### src/rtl/lsu_pkg.sv
// Shared definitions for the load/store alignment sequencer.
//   - RISC-V funct3 encodings for loads and stores
//   - lsu_state_e: sequencer FSM states
//   - size_of(): access size in bytes for a funct3 (1, 2 or 4)
package lsu_pkg;

    localparam logic [2:0] F3_LB  = 3'b000;
    localparam logic [2:0] F3_LH  = 3'b001;
    localparam logic [2:0] F3_LW  = 3'b010;
    localparam logic [2:0] F3_LBU = 3'b100;
    localparam logic [2:0] F3_LHU = 3'b101;
    localparam logic [2:0] F3_SB  = 3'b000;
    localparam logic [2:0] F3_SH  = 3'b001;
    localparam logic [2:0] F3_SW  = 3'b010;

    typedef enum logic [2:0] {
        IDLE,
        LD_LO,
        LD_HI,
        ST_ALIGNED,
        ST_BYTE,
        RESP
    } lsu_state_e;

    // Reserved encodings 011/110/111 behave as a plain word.
    function automatic logic [2:0] size_of(input logic [2:0] funct3);
        case (funct3)
            3'b000, 3'b100: size_of = 3'd1;
            3'b001, 3'b101: size_of = 3'd2;
            default:        size_of = 3'd4;
        endcase
    endfunction

endpackage

### src/rtl/lsu_load_extract.sv
// Combinational load-result formatter.
// Ports:
//   hi, lo  : upper and lower 32-bit memory words ({hi,lo} is the byte window)
//   off     : byte offset of the access within the lower word
//   funct3  : load type; selects size and sign/zero extension
//   result  : extended 32-bit load value
module lsu_load_extract
    import lsu_pkg::*;
(
    input  logic [31:0] hi,
    input  logic [31:0] lo,
    input  logic [1:0]  off,
    input  logic [2:0]  funct3,
    output logic [31:0] result
);

    logic [31:0] lane;

    always_comb begin
        lane = 32'({hi, lo} >> {off, 3'b000});
        case (funct3)
            F3_LB:   result = {{24{lane[7]}}, lane[7:0]};
            F3_LH:   result = {{16{lane[15]}}, lane[15:0]};
            F3_LBU:  result = {24'h0, lane[7:0]};
            F3_LHU:  result = {16'h0, lane[15:0]};
            default: result = lane;
        endcase
    end

endmodule

### src/rtl/lsu_align_sequencer.sv
// Load/store sequencer in front of a data memory that only supports
// word-aligned LW reads and naturally aligned SB/SH/SW writes. Loads that
// straddle a word boundary take two reads; misaligned stores become a run
// of byte writes. Load extension is done here.
//
// Optional feature macro: LSU_MISALIGN_TRAP_EN. When defined, a split load
// or misaligned store performs no memory cycles and answers with resp_err=1.
//
// Ports:
//   clk, reset                  : clock, synchronous active-high reset
//   req_valid/req_ready         : request handshake; accepted when both are
//                                 high at posedge, ready only in IDLE
//   req_write/funct3/addr/wdata : request fields, latched on accept
//   resp_valid/rdata/err        : one-cycle completion pulse and result
//   mem_read/write/addr/wdata/funct3 : registered data memory controls
//   mem_rdata                   : memory read data, sampled at posedge
//   dbg_state                   : current FSM state
module lsu_align_sequencer
    import lsu_pkg::*;
#(
    parameter int DM_ADDRESS = 9,
    parameter int DATA_W     = 32
) (
    input  logic                  clk,
    input  logic                  reset,
    input  logic                  req_valid,
    output logic                  req_ready,
    input  logic                  req_write,
    input  logic [2:0]            req_funct3,
    input  logic [DM_ADDRESS-1:0] req_addr,
    input  logic [DATA_W-1:0]     req_wdata,
    output logic                  resp_valid,
    output logic [DATA_W-1:0]     resp_rdata,
    output logic                  resp_err,
    output logic                  mem_read,
    output logic                  mem_write,
    output logic [DM_ADDRESS-1:0] mem_addr,
    output logic [DATA_W-1:0]     mem_wdata,
    output logic [2:0]            mem_funct3,
    input  logic [DATA_W-1:0]     mem_rdata,
    output lsu_state_e            dbg_state
);

    lsu_state_e            state;
    logic [2:0]            r_funct3;
    logic [2:0]            r_size;
    logic [DM_ADDRESS-1:0] r_addr;
    logic [DATA_W-1:0]     r_wdata;
    logic                  r_split;
    logic [DATA_W-1:0]     lo_word;
    logic [1:0]            k;

    // Decode of the request currently presented (used only on accept).
    logic [2:0] req_size;
    logic [1:0] req_off;
    logic       req_split;
    logic       req_st_mis;
    logic       trap_now;

    assign req_size   = size_of(req_funct3);
    assign req_off    = req_addr[1:0];
    assign req_split  = ({1'b0, req_off} + req_size) > 3'd4;
    assign req_st_mis = (req_size == 3'd2 && req_off[0]) ||
                        (req_size == 3'd4 && req_off != 2'd0);

`ifdef LSU_MISALIGN_TRAP_EN
    assign trap_now = req_write ? req_st_mis : req_split;
`else
    assign trap_now = 1'b0;
`endif

    logic [DM_ADDRESS-1:0] word_addr;
    logic [1:0]            next_k;
    logic [DATA_W-1:0]     ext_result;

    assign word_addr = {r_addr[DM_ADDRESS-1:2], 2'b00};
    assign next_k    = k + 2'd1;
    assign dbg_state = state;

    // In LD_LO the low word is still on mem_rdata; in LD_HI it is in lo_word
    // and mem_rdata carries the upper word.
    lsu_load_extract u_extract (
        .hi     (mem_rdata),
        .lo     ((state == LD_LO) ? mem_rdata : lo_word),
        .off    (r_addr[1:0]),
        .funct3 (r_funct3),
        .result (ext_result)
    );

    always_ff @(posedge clk) begin
        if (reset) begin
            state      <= IDLE;
            req_ready  <= 1'b1;
            resp_valid <= 1'b0;
            resp_rdata <= '0;
            resp_err   <= 1'b0;
            mem_read   <= 1'b0;
            mem_write  <= 1'b0;
            mem_addr   <= '0;
            mem_wdata  <= '0;
            mem_funct3 <= 3'b000;
            r_funct3   <= 3'b000;
            r_size     <= 3'd0;
            r_addr     <= '0;
            r_wdata    <= '0;
            r_split    <= 1'b0;
            lo_word    <= '0;
            k          <= 2'd0;
        end else begin
            resp_valid <= 1'b0;
            mem_read   <= 1'b0;
            mem_write  <= 1'b0;
            case (state)
                IDLE: begin
                    if (req_valid) begin
                        req_ready <= 1'b0;
                        r_funct3  <= req_funct3;
                        r_size    <= req_size;
                        r_addr    <= req_addr;
                        r_wdata   <= req_wdata;
                        r_split   <= req_split;
                        k         <= 2'd0;
                        if (trap_now) begin
                            state      <= RESP;
                            resp_valid <= 1'b1;
                            resp_rdata <= '0;
                            resp_err   <= 1'b1;
                        end else if (!req_write) begin
                            state      <= LD_LO;
                            mem_read   <= 1'b1;
                            mem_funct3 <= F3_LW;
                            mem_addr   <= {req_addr[DM_ADDRESS-1:2], 2'b00};
                        end else if (req_st_mis) begin
                            state      <= ST_BYTE;
                            mem_write  <= 1'b1;
                            mem_funct3 <= F3_SB;
                            mem_addr   <= req_addr;
                            mem_wdata  <= {{(DATA_W-8){1'b0}}, req_wdata[7:0]};
                        end else begin
                            state      <= ST_ALIGNED;
                            mem_write  <= 1'b1;
                            mem_funct3 <= req_funct3;
                            mem_addr   <= req_addr;
                            mem_wdata  <= req_wdata;
                        end
                    end
                end
                LD_LO: begin
                    lo_word <= mem_rdata;
                    if (r_split) begin
                        state    <= LD_HI;
                        mem_read <= 1'b1;
                        mem_addr <= word_addr + DM_ADDRESS'(4);  // wraps at top
                    end else begin
                        state      <= RESP;
                        resp_valid <= 1'b1;
                        resp_rdata <= ext_result;
                        resp_err   <= 1'b0;
                    end
                end
                LD_HI: begin
                    state      <= RESP;
                    resp_valid <= 1'b1;
                    resp_rdata <= ext_result;
                    resp_err   <= 1'b0;
                end
                ST_ALIGNED: begin
                    state      <= RESP;
                    resp_valid <= 1'b1;
                    resp_rdata <= '0;
                    resp_err   <= 1'b0;
                end
                ST_BYTE: begin
                    if (k == 2'(r_size - 3'd1)) begin
                        state      <= RESP;
                        resp_valid <= 1'b1;
                        resp_rdata <= '0;
                        resp_err   <= 1'b0;
                    end else begin
                        k         <= next_k;
                        mem_write <= 1'b1;
                        mem_addr  <= r_addr + DM_ADDRESS'(next_k);
                        mem_wdata <= {{(DATA_W-8){1'b0}}, r_wdata[{next_k, 3'b000} +: 8]};
                    end
                end
                RESP: begin
                    state     <= IDLE;
                    req_ready <= 1'b1;
                    resp_err  <= 1'b0;
                end
                default: begin
                    state     <= IDLE;
                    req_ready <= 1'b1;
                end
            endcase
        end
    end

endmodule

### config.mk
export PLATFORM = sky130hd
export DESIGN_NAME = lsu_align_sequencer
export DESIGN_NICKNAME = d
export VERILOG_FILES = /design/src/rtl/lsu_pkg.sv /design/src/rtl/lsu_load_extract.sv /design/src/rtl/lsu_align_sequencer.sv
export SDC_FILE = /design/constraint.sdc
export NUM_CORES = 1
export LEC_CHECK = 0
export BUFFER_PORTS_ARGS = -buffer_cell sky130_fd_sc_hd__buf_2
export CAP_MARGIN = 30
export CORE_UTILIZATION = 55
export CTS_CLUSTER_DIAMETER = 60
export DETAILED_ROUTE_END_ITERATION = 6
export PLACE_DENSITY_LB_ADDON = 0.25
export SKIP_LAST_GASP = 1
export SYNTH_ARGS = -nofsm -noshare
export SYNTH_HDL_FRONTEND = slang
export SYNTH_SLANG_ARGS = --single-unit
### constraint.sdc
create_clock -name clk -period 3.15 [get_ports clk]
set_input_delay 0.1575 -clock clk [delete_from_list [all_inputs] [get_ports clk]]
set_output_delay 0.1575 -clock clk [all_outputs]
set_load 0.005 [all_outputs]
==> results.sh, run 1 <==
export IMPL_finalCriticalPeriod_ps=2710
export IMPL_ys_types=59
export IMPL_syn_area_um2=7610
export IMPL_netlist_instances=879
export IMPL_diodes=0
export IMPL_first_pass_iters=6
export IMPL_ys_ff_latch=164
export IMPL_wl_met2_mm=9.83
export IMPL_grt_pass1_wl_mm=34.0
export IMPL_row_count=42
export IMPL_grt_max_degree=71
export IMPL_nNetsFinal=1130
export IMPL_irDropWorstVdd_mv=0.314
export IMPL_layout_cells_most_common="nand2_1"
export IMPL_die_height_um=120
export IMPL_coreArea_um2=13300
export IMPL_drc=0
export IMPL_worstSetupEndpoint="resp_rdata[13]"
export IMPL_initialDrtViolationCount=717
export IMPL_cp_end_kind="register"
export IMPL_path_clk_slew_ps=60
export IMPL_dp_hpwl_mm=14.1
export IMPL_worst_setup_path_type="reg2reg"
export IMPL_synth_main_ff_cell="dfxtp_1"
export IMPL_critPathLaunchType="register"
export IMPL_tns_ps=0
export IMPL_antenna_found_initial=0
export IMPL_status="finished, final reports clean"
export IMPL_rsz0062_at_grt="no"
export IMPL_postCtsSetupBuffers=0
export IMPL_reg2regPathDepth=6
export IMPL_num_vias=7242
export IMPL_dp_slack_ps=531
export IMPL_tightest_slew_ps=724
export IMPL_final_cell_mix="nand2_1 (168), dfxtp_1 (164), buf_2 (161)"
export IMPL_grt_usage=0.302
export IMPL_drt_met1_wl_mm=9.54
export IMPL_h_tree_depth=4
export IMPL_wl_met3_mm=1.61
export IMPL_reg2reg_slack_ps=440
export IMPL_drive_gt1_frac=0.237
export IMPL_syn_nets=965
export IMPL_top_level_ports=164
export IMPL_gp_congestion=0.890
export IMPL_setup_viol=0
export IMPL_synth_edf_count=0
export IMPL_cts_resized=0
export IMPL_clock_fmax_ghz=0.369
export IMPL_yosysWarnings=0
export IMPL_r2r_start="dbg_state[1]"
export IMPL_grt_pass1_vias=6713
export IMPL_power_density_nw_per_um2=667
export IMPL_drt_total_wl_mm=21.5
export IMPL_min_period_over_period=0.860
export IMPL_synth_top_area_share=0.431
export IMPL_slew_viol_final=0
export IMPL_syn_to_final_growth_pct=24.5
export IMPL_worstSkewPairLatency_ps=430
export IMPL_synth_async_sr_flop_share=0
export IMPL_highest_layer="met4"
export IMPL_avgRoutedWirePerCell_um=17.5
export IMPL_dieWidth_um=120
export IMPL_reg2reg_to="resp_rdata[13]"
export IMPL_synthTopCellsByArea="dfxtp_1 (43%), nand2_1 (8.3%), mux2i_1 (8.2%)"
export IMPL_hold_path_class="in2reg"
export IMPL_leakage_nw=4.16
export IMPL_crit_path_start="dbg_state[1]"
export IMPL_cts_buffers=17
export IMPL_finalHoldViolCount=0
export IMPL_max_slew_margin=0.517
export IMPL_avgSynthCellArea_um2=8.66
export IMPL_arrival_ps=3020
export IMPL_viasPerCell=5.87
export IMPL_required_ps=3460
export IMPL_cts_root_buf="clkbuf_16"
export IMPL_drv_cap=0
export IMPL_setup_ws_ps=440
export IMPL_yosysSeqAreaShare=0.431
export IMPL_port_buffers=162
export IMPL_grt_ovfl_total=0
export IMPL_ant_nets=0
export IMPL_cts_num_sinks=164
export IMPL_cts_tree="done"
export IMPL_dieArea_um2=14300
export IMPL_synth_top_cell_by_area="dfxtp_1"
export IMPL_path_max_fanout=24
export IMPL_finalClockSkew_ps=6.46
export IMPL_start_util=0.570
export IMPL_cts_max_path_buffers=2
cell usage after synthesis, types with 2 or more instances:
cell type,number
nand2b_1,9
a31oi_1,9
nand2_1,168
and2_1,7
a211o_1,5
buf_2,13
o2bb2ai_1,24
nor2_1,55
o21ai_0,48
nor3_1,7
fa_1,2
a21oi_1,81
mux4_2,8
a22oi_1,4
or3_1,4
mux2i_1,62
a2111o_1,4
and2_4,2
nor4_1,3
a221oi_1,2
nand4_1,25
mux2_2,15
a22o_1,2
buf_1,6
inv_1,11
a311oi_1,12
a211oi_1,13
ha_1,4
clkbuf_1,48
nor2b_1,6
buf_6,4
o22ai_1,14
dfxtp_1,164
nor3b_1,3
o21a_1,5
or3b_1,2
nand3_1,5
buf_4,2
worst max-delay path, stage by stage (launching register included):
cell,delay [ps]
dfxtp_1,640
or3b_2,500
buf_4,480
mux2i_1,350
and2_1,180
a211oi_1,60
a2111o_1,370
sequential cells by signal, indices dropped and copies added, names as in the netlist:
register / cells
dbg_state: 3
k: 2
lo_word: 32
mem_addr: 9
mem_funct3: 3
mem_read: 1
mem_wdata: 32
mem_write: 1
r_addr: 9
r_funct3: 3
r_size: 2
r_split: 1
r_wdata: 32
req_ready: 1
resp_rdata: 32
resp_valid: 1
power by group:
part | switching [mW] | total (mW) | internal [mW]
registers | 0.155 | 2.48 | 2.32
clock network | 0.820 | 2.21 | 1.39
logic | 0.964 | 1.63 | 0.668
total | 1.94 | 6.32 | 4.38
worst min-delay path by stage:
stage                     cells after the start          start           to
after floorplan                               2  req_wdata[10]  r_wdata[10]
after global placement                        3  req_wdata[24]  r_wdata[24]
after detailed placement                      3  req_wdata[29]  r_wdata[29]
after CTS                                     3    req_addr[6]    r_addr[6]
after global routing                          3   req_wdata[6]   r_wdata[6]
final                                         3    req_addr[6]    r_addr[6]
cell type report:
class	count	area, µm²
Tap cell	176	220
Clock inverter	8	148
Sequential cell	164	3280
Clock buffer	24	482
Inverter	12	45.0
Fill cell	1059	3870
Multi-Input combinational cell	630	3970
Timing Repair Buffer	219	1330
per-stage QoR:
step	utilization	total power [mW]	std cells	hold slack [ps]	cell area, µm²
2_1_floorplan	-	3.60	879	293	7610
3_3_place_gp	0.637	4.06	1167	412	8510
3_5_place_dp	0.637	4.09	1167	414	8510
4_1_cts	0.710	6.32	1233	0.0203	9480
5_1_grt	0.710	6.60	1233	14.4	9480
6_report	0.710	6.32	1233	6.45	9480
cell families (layout without fill, tap and decap cells):
group,count (synthesis),after routing,share of synthesized area
and+or+nand+nor,300,300,0.174
other,1,1,0.000493
xor gates and xnor gates,3,3,0.00444
buffers and inverters,85,263,0.0490
AOI/OAI and AO/OA,234,234,0.199
adders and majority gates,6,6,0.0118
DFF,164,164,0.431
muxes,86,86,0.130
what timing repair did:
item                                   in CTS  in global routing
endpoints found under the hold margin      42                  0
hold buffers                               34                  0
setup endpoints to repair                   0                  0
per-layer routing:
metal,vias to the layer above,GRT usage
li1,3479,-
met1,3372,0.410
met2,341,0.470
met3,50,0.0537
met4,0,0.132
met5,-,0
Note: power is estimated with default switching activity, not from simulation.
==> inputs of run 2 (changes only) <==
--- a/config.mk
+++ b/config.mk
@@ -10,6 +10,7 @@
 export CORE_UTILIZATION = 55
 export CTS_CLUSTER_DIAMETER = 60
 export DETAILED_ROUTE_END_ITERATION = 6
+export MAX_ROUTING_LAYER = met4
 export PLACE_DENSITY_LB_ADDON = 0.25
 export SKIP_LAST_GASP = 1
 export SYNTH_ARGS = -nofsm -noshare
==> run 2 against run 1 <==
Core utilization is the same. Hold slack got worse by 2.0 ps. Die area stayed put. Sequential share of layout area unchanged. Critical path depth is the same. Clock power about the same. Design area did not move. Power about the same. Critical path type unchanged. Highest routed layer unchanged.
==> results.sh, run 2 (synthesis results as in run 1) <==
export IMPL_leakage_nw=4.16
export IMPL_viasPerCell=5.87
export IMPL_worst_setup_path_type="reg2reg"
export IMPL_h_tree_depth=4
export IMPL_p_sw_frac=0.307
export IMPL_die_height_um=120
export IMPL_seq_power_share=0.392
export IMPL_reg2reg_to="resp_rdata[13]"
export IMPL_path_max_fanout=24
export IMPL_grt_max_degree=71
export IMPL_layout_cells_most_common="nand2_1"
export IMPL_r2r_start="dbg_state[1]"
export IMPL_max_slew_margin=0.516
export IMPL_p_switching_mw=1.94
export IMPL_top_level_ports=164
export IMPL_coreArea_um2=13300
export IMPL_tns_ps=0
export IMPL_reg2regPathDepth=6
export IMPL_tightest_slew_ps=726
export IMPL_finalClockSkew_ps=7.11
export IMPL_dp_hpwl_mm=14.1
export IMPL_clock_fmax_ghz=0.371
export IMPL_grt_usage=0.311
export IMPL_row_count=42
export IMPL_place_area_um2=8510
export IMPL_hold_path_class="in2reg"
export IMPL_setup_viol=0
export IMPL_syn_to_final_growth_pct=24.5
export IMPL_dp_slack_ps=531
export IMPL_rsz0062_at_grt="no"
export IMPL_final_cell_mix="nand2_1 (168), dfxtp_1 (164), buf_2 (161)"
export IMPL_cts_tree="done"
export IMPL_min_period_over_period=0.856
export IMPL_crit_path_start="dbg_state[1]"
export IMPL_nNetsFinal=1130
export IMPL_pwr_share_comb=0.259
export IMPL_irDropWorstVdd_mv=0.313
export IMPL_cts_root_buf="clkbuf_16"
export IMPL_pwr_share_clk=0.349
export IMPL_status="finished, final reports clean"
export IMPL_arrival_ps=3010
export IMPL_path_clk_slew_ps=60
export IMPL_drive_gt1_frac=0.237
export IMPL_drc=0
export IMPL_grt_pass1_wl_mm=34.0
export IMPL_worstSetupEndpoint="resp_rdata[13]"
export IMPL_worstSkewPairLatency_ps=430
export IMPL_num_vias=7238
export IMPL_finalHoldViolCount=0
export IMPL_finalCriticalPeriod_ps=2700
export IMPL_grt_pass1_vias=6699
export IMPL_diodes=0
export IMPL_avgRoutedWirePerCell_um=17.5
export IMPL_cts_buffers=17
export IMPL_ant_nets=0
export IMPL_start_util=0.570
export IMPL_cp_end_kind="register"
export IMPL_final_area_um2=9480
export IMPL_initialDrtViolationCount=769
export IMPL_dieWidth_um=120
export IMPL_grt_ovfl_total=0
export IMPL_required_ps=3460
export IMPL_antenna_found_initial=0
export IMPL_slew_viol_final=0
export IMPL_critPathLaunchType="register"
export IMPL_port_buffers=162
export IMPL_internal_power_mw=4.38
export IMPL_power_density_nw_per_um2=667
export IMPL_cts_resized=0
export IMPL_dieArea_um2=14300
export IMPL_setup_ws_ps=453
export IMPL_gp_congestion=0.905
export IMPL_first_pass_iters=7
export IMPL_drt_total_wl_mm=21.5
export IMPL_reg2reg_slack_ps=450
export IMPL_drv_cap=0
export IMPL_cts_max_path_buffers=2
export IMPL_cts_num_sinks=164
-- run 2: cell counts in the layout (fill, tap and decap cells not counted) --
Identical to the previous run, type by type.
-- run 2: worst min-delay path by stage --
stage                              to  slack, ps  depth (start not counted)          start
after floorplan           r_wdata[10]        290                          2  req_wdata[10]
after global placement    r_wdata[24]        410                          3  req_wdata[24]
after global routing       r_wdata[6]         10                          3   req_wdata[6]
after CTS                   r_addr[6]       0.02                          3    req_addr[6]
final                       r_addr[6]          4                          3    req_addr[6]
after detailed placement  r_wdata[29]        410                          3  req_wdata[29]
-- run 2: metrics by stage --
step | total power, mW | std cells | utilization | hold slack (ps)
after floorplan | 3.60 | 879 | - | 293
after global placement | 4.06 | 1167 | 0.637 | 412
after detailed placement | 4.09 | 1167 | 0.637 | 414
after CTS | 6.32 | 1233 | 0.710 | 0.0203
after global routing | 6.60 | 1233 | 0.710 | 14.4
final | 6.32 | 1233 | 0.710 | 4.47
-- run 2: layout make-up --
class	count	area [µm²]
Tap cell	176	220
Inverter	12	45.0
Clock inverter	8	148
Multi-Input combinational cell	630	3970
Fill cell	1059	3870
Timing Repair Buffer	219	1330
Sequential cell	164	3280
Clock buffer	24	482
-- run 2: worst max-delay path, cell delays in order, from the launching register on --
cell,delay [ps]
dfxtp_1,630
or3b_2,510
buf_4,470
mux2i_1,350
and2_1,180
a211oi_1,60
a2111o_1,370
-- run 2: power by group through the flow --
stage	Clock [mW]	Combinational [mW]	Sequential, mW
after CTS	2.23	1.62	2.47
after detailed placement	0	1.58	2.52
after global routing	2.31	1.80	2.50
after floorplan	0	1.11	2.49
final	2.21	1.63	2.48
after global placement	0	1.55	2.51
-- run 2: timing repair --
action	CTS	global route
endpoints found under the hold margin	42	0
hold buffers	34	0
setup buffers	0	0
-- run 2: routing by layer --
layer | wire, µm | share of wire | vias up | GRT usage
met2 | 9840 | 0.46 | 366 | 0.473
met3 | 1710 | 0.079 | 45 | 0.0513
met4 | 524 | 0.024 | 0 | 0.130
met1 | 9480 | 0.44 | 3351 | 0.411
li1 | - | - | 3476 | -
met5 | 0 | 0 | - | -
==> inputs of run 3 (changes only) <==
--- a/config.mk
+++ b/config.mk
@@ -7,7 +7,7 @@
 export LEC_CHECK = 0
 export BUFFER_PORTS_ARGS = -buffer_cell sky130_fd_sc_hd__buf_2
 export CAP_MARGIN = 30
-export CORE_UTILIZATION = 55
+export CORE_UTILIZATION = 59
 export CTS_CLUSTER_DIAMETER = 60
 export DETAILED_ROUTE_END_ITERATION = 6
 export MAX_ROUTING_LAYER = met4
==> constraint.sdc (replaced) <==
create_clock -name clk -period 3.4 [get_ports clk]
set_input_delay 0.17 -clock clk [delete_from_list [all_inputs] [get_ports clk]]
set_output_delay 0.17 -clock clk [all_outputs]
set_load 0.005 [all_outputs]
==> run 3 against run 2 <==
Combinational power decreased by 8%. Core utilization increased by 2.1 points. Sequential share of layout area increased by 0.95 points. Setup slack improved by 26 ps. Maximum frequency decreased by 7.7%. Die area decreased by 6.7%. Sequential power decreased by 7%. First-iteration DRC count increased by 3.9%. Design area decreased by 2.7%. Clock power decreased by 12%. Register-to-register slack improved by 30 ps. Cell count decreased by 2.1%.
==> results.sh, run 3 (synthesis results as in run 1) <==
export IMPL_top_level_ports=164
export IMPL_drt_total_wl_mm=21.3
export IMPL_path_cells="or3b_2 > mux2i_4 > mux2i_1 > nor3b_1 > buf_2 > a211o_1"
export IMPL_dieArea_um2=13400
export IMPL_worstSkewPairLatency_ps=420
export IMPL_cts_tree="done"
export IMPL_hold_path_class="in2reg"
export IMPL_cts_buffers=17
export IMPL_min_from="req_addr[3]"
export IMPL_reg2regPathDepth=6
export IMPL_whs_endpoint="r_addr[3]"
export IMPL_critPathLaunchType="register"
export IMPL_worst_setup_path_type="reg2reg"
export IMPL_min_path_cells=3
export IMPL_row_count=41
export IMPL_required_ps=3760
export IMPL_viasPerCell=6.03
export IMPL_dieWidth_um=116
export IMPL_final_cell_mix="nand2_1 (168), dfxtp_1 (164), buf_2 (162)"
export IMPL_drive_gt1_frac=0.242
export IMPL_layout_cells_non_filler=1207
export IMPL_finalCriticalPeriod_ps=2920
export IMPL_r2r_start="dbg_state[0]"
export IMPL_nNetsFinal=1108
export IMPL_first_pass_iters=5
export IMPL_diodes=0
export IMPL_grt_pass1_wl_mm=33.2
export IMPL_drc=0
export IMPL_path_clk_slew_ps=60
export IMPL_cts_max_path_buffers=2
export IMPL_layout_cells_most_common="nand2_1"
export IMPL_finalClockSkew_ps=4.83
export IMPL_h_tree_depth=4
export IMPL_syn_to_final_growth_pct=21.2
export IMPL_avgRoutedWirePerCell_um=17.7
export IMPL_gp_congestion=0.904
export IMPL_max_slew_margin=0.385
export IMPL_setup_ws_ps=479
export IMPL_holdWs_ps=4.23
export IMPL_clock_fmax_ghz=0.342
export IMPL_dp_slack_ps=568
export IMPL_placedCellCount=1161
export IMPL_cts_num_sinks=164
export IMPL_min_period_over_period=0.859
export IMPL_grt_ovfl_total=0
export IMPL_initialDrtViolationCount=799
export IMPL_cts_hold_buffers=14
export IMPL_max_stage_delay_ps=770
export IMPL_path_max_fanout=19
export IMPL_cts_root_buf="clkbuf_16"
export IMPL_grt_pass1_vias=6672
export IMPL_power_density_nw_per_um2=623
export IMPL_reg2reg_slack_ps=480
export IMPL_cts_resized=0
export IMPL_arrival_ps=3290
export IMPL_grt_max_degree=79
export IMPL_coreArea_um2=12600
export IMPL_drv_cap=0
export IMPL_finalHoldViolCount=0
export IMPL_tightest_slew_ps=920
export IMPL_num_vias=7283
export IMPL_slew_viol_final=0
export IMPL_dp_hpwl_mm=14.3
export IMPL_cp_end_kind="register"
export IMPL_reg2reg_to="resp_rdata[14]"
export IMPL_status="finished, final reports clean"
export IMPL_ant_nets=0
export IMPL_rsz0062_at_grt="no"
export IMPL_irDropWorstVdd_mv=0.479
export IMPL_slowest_stage="or3b_2"
export IMPL_setup_viol=0
export IMPL_grt_usage=0.331
export IMPL_port_buffers=162
export IMPL_tns_ps=0
export IMPL_antenna_found_initial=0
export IMPL_start_util=0.603
export IMPL_die_height_um=116
export IMPL_leakage_nw=4.06
export IMPL_postCtsSetupBuffers=0
## run 3: changes by cell type in the layout (fill, tap and decap cells not counted), sizes merged
cell	delta
bufinv	-2
buf	-2
dlygate4sd3	-20
clkinv	+2
## run 3: area by class of cell
cell class | instances | area, µm²
Fill cell | 1011 | 3400
Sequential cell | 164 | 3280
Clock inverter | 8 | 97.6
Clock buffer | 24 | 502
Tap cell | 172 | 215
Multi-Input combinational cell | 630 | 3970
Inverter | 12 | 45.0
Timing Repair Buffer | 197 | 1110
## run 3: critical path: cells and delay by family, from the launching register on
kind            cells  cell delay, ps
compound gates      1             130
buf+inv             1             300
flops               1             530
mux                 2             500
simple gates        2            1400
## run 3: worst max path at each step
stage	start	end	slack, ps	cells after the start
after detailed placement	dbg_state[0]	resp_rdata[13]	570	6
after global routing	dbg_state[0]	resp_rdata[31]	380	6
final	dbg_state[0]	resp_rdata[14]	480	6
after CTS	dbg_state[0]	resp_rdata[14]	550	6
after global placement	dbg_state[0]	resp_rdata[12]	460	5
after floorplan	k[0]	mem_addr[8]	960	9
## run 3: metrics by stage
stage	instance area [µm²]	power, mW	utilization
global route	9220	6.00	0.731
finish	9220	5.75	0.731
floorplan	7610	3.33	-
global placement	8480	3.76	0.672
detailed placement	8480	3.79	0.672
CTS	9220	5.73	0.731
## run 3: per-layer routing
layer	global-route usage	routed length (µm)	up-vias
met1	0.437	9470	3493
met5	-	0	-
met3	0.0743	1690	40
met4	0.128	432	0
li1	-	-	3426
met2	0.491	9750	324
## run 3: where the power goes
| part | leakage [nW] | switching (mW) | internal, mW |
|---|---|---|---|
| clock network | 0.288 | 0.766 | 1.18 |
| logic | 2.43 | 0.904 | 0.599 |
| registers | 1.34 | 0.149 | 2.15 |
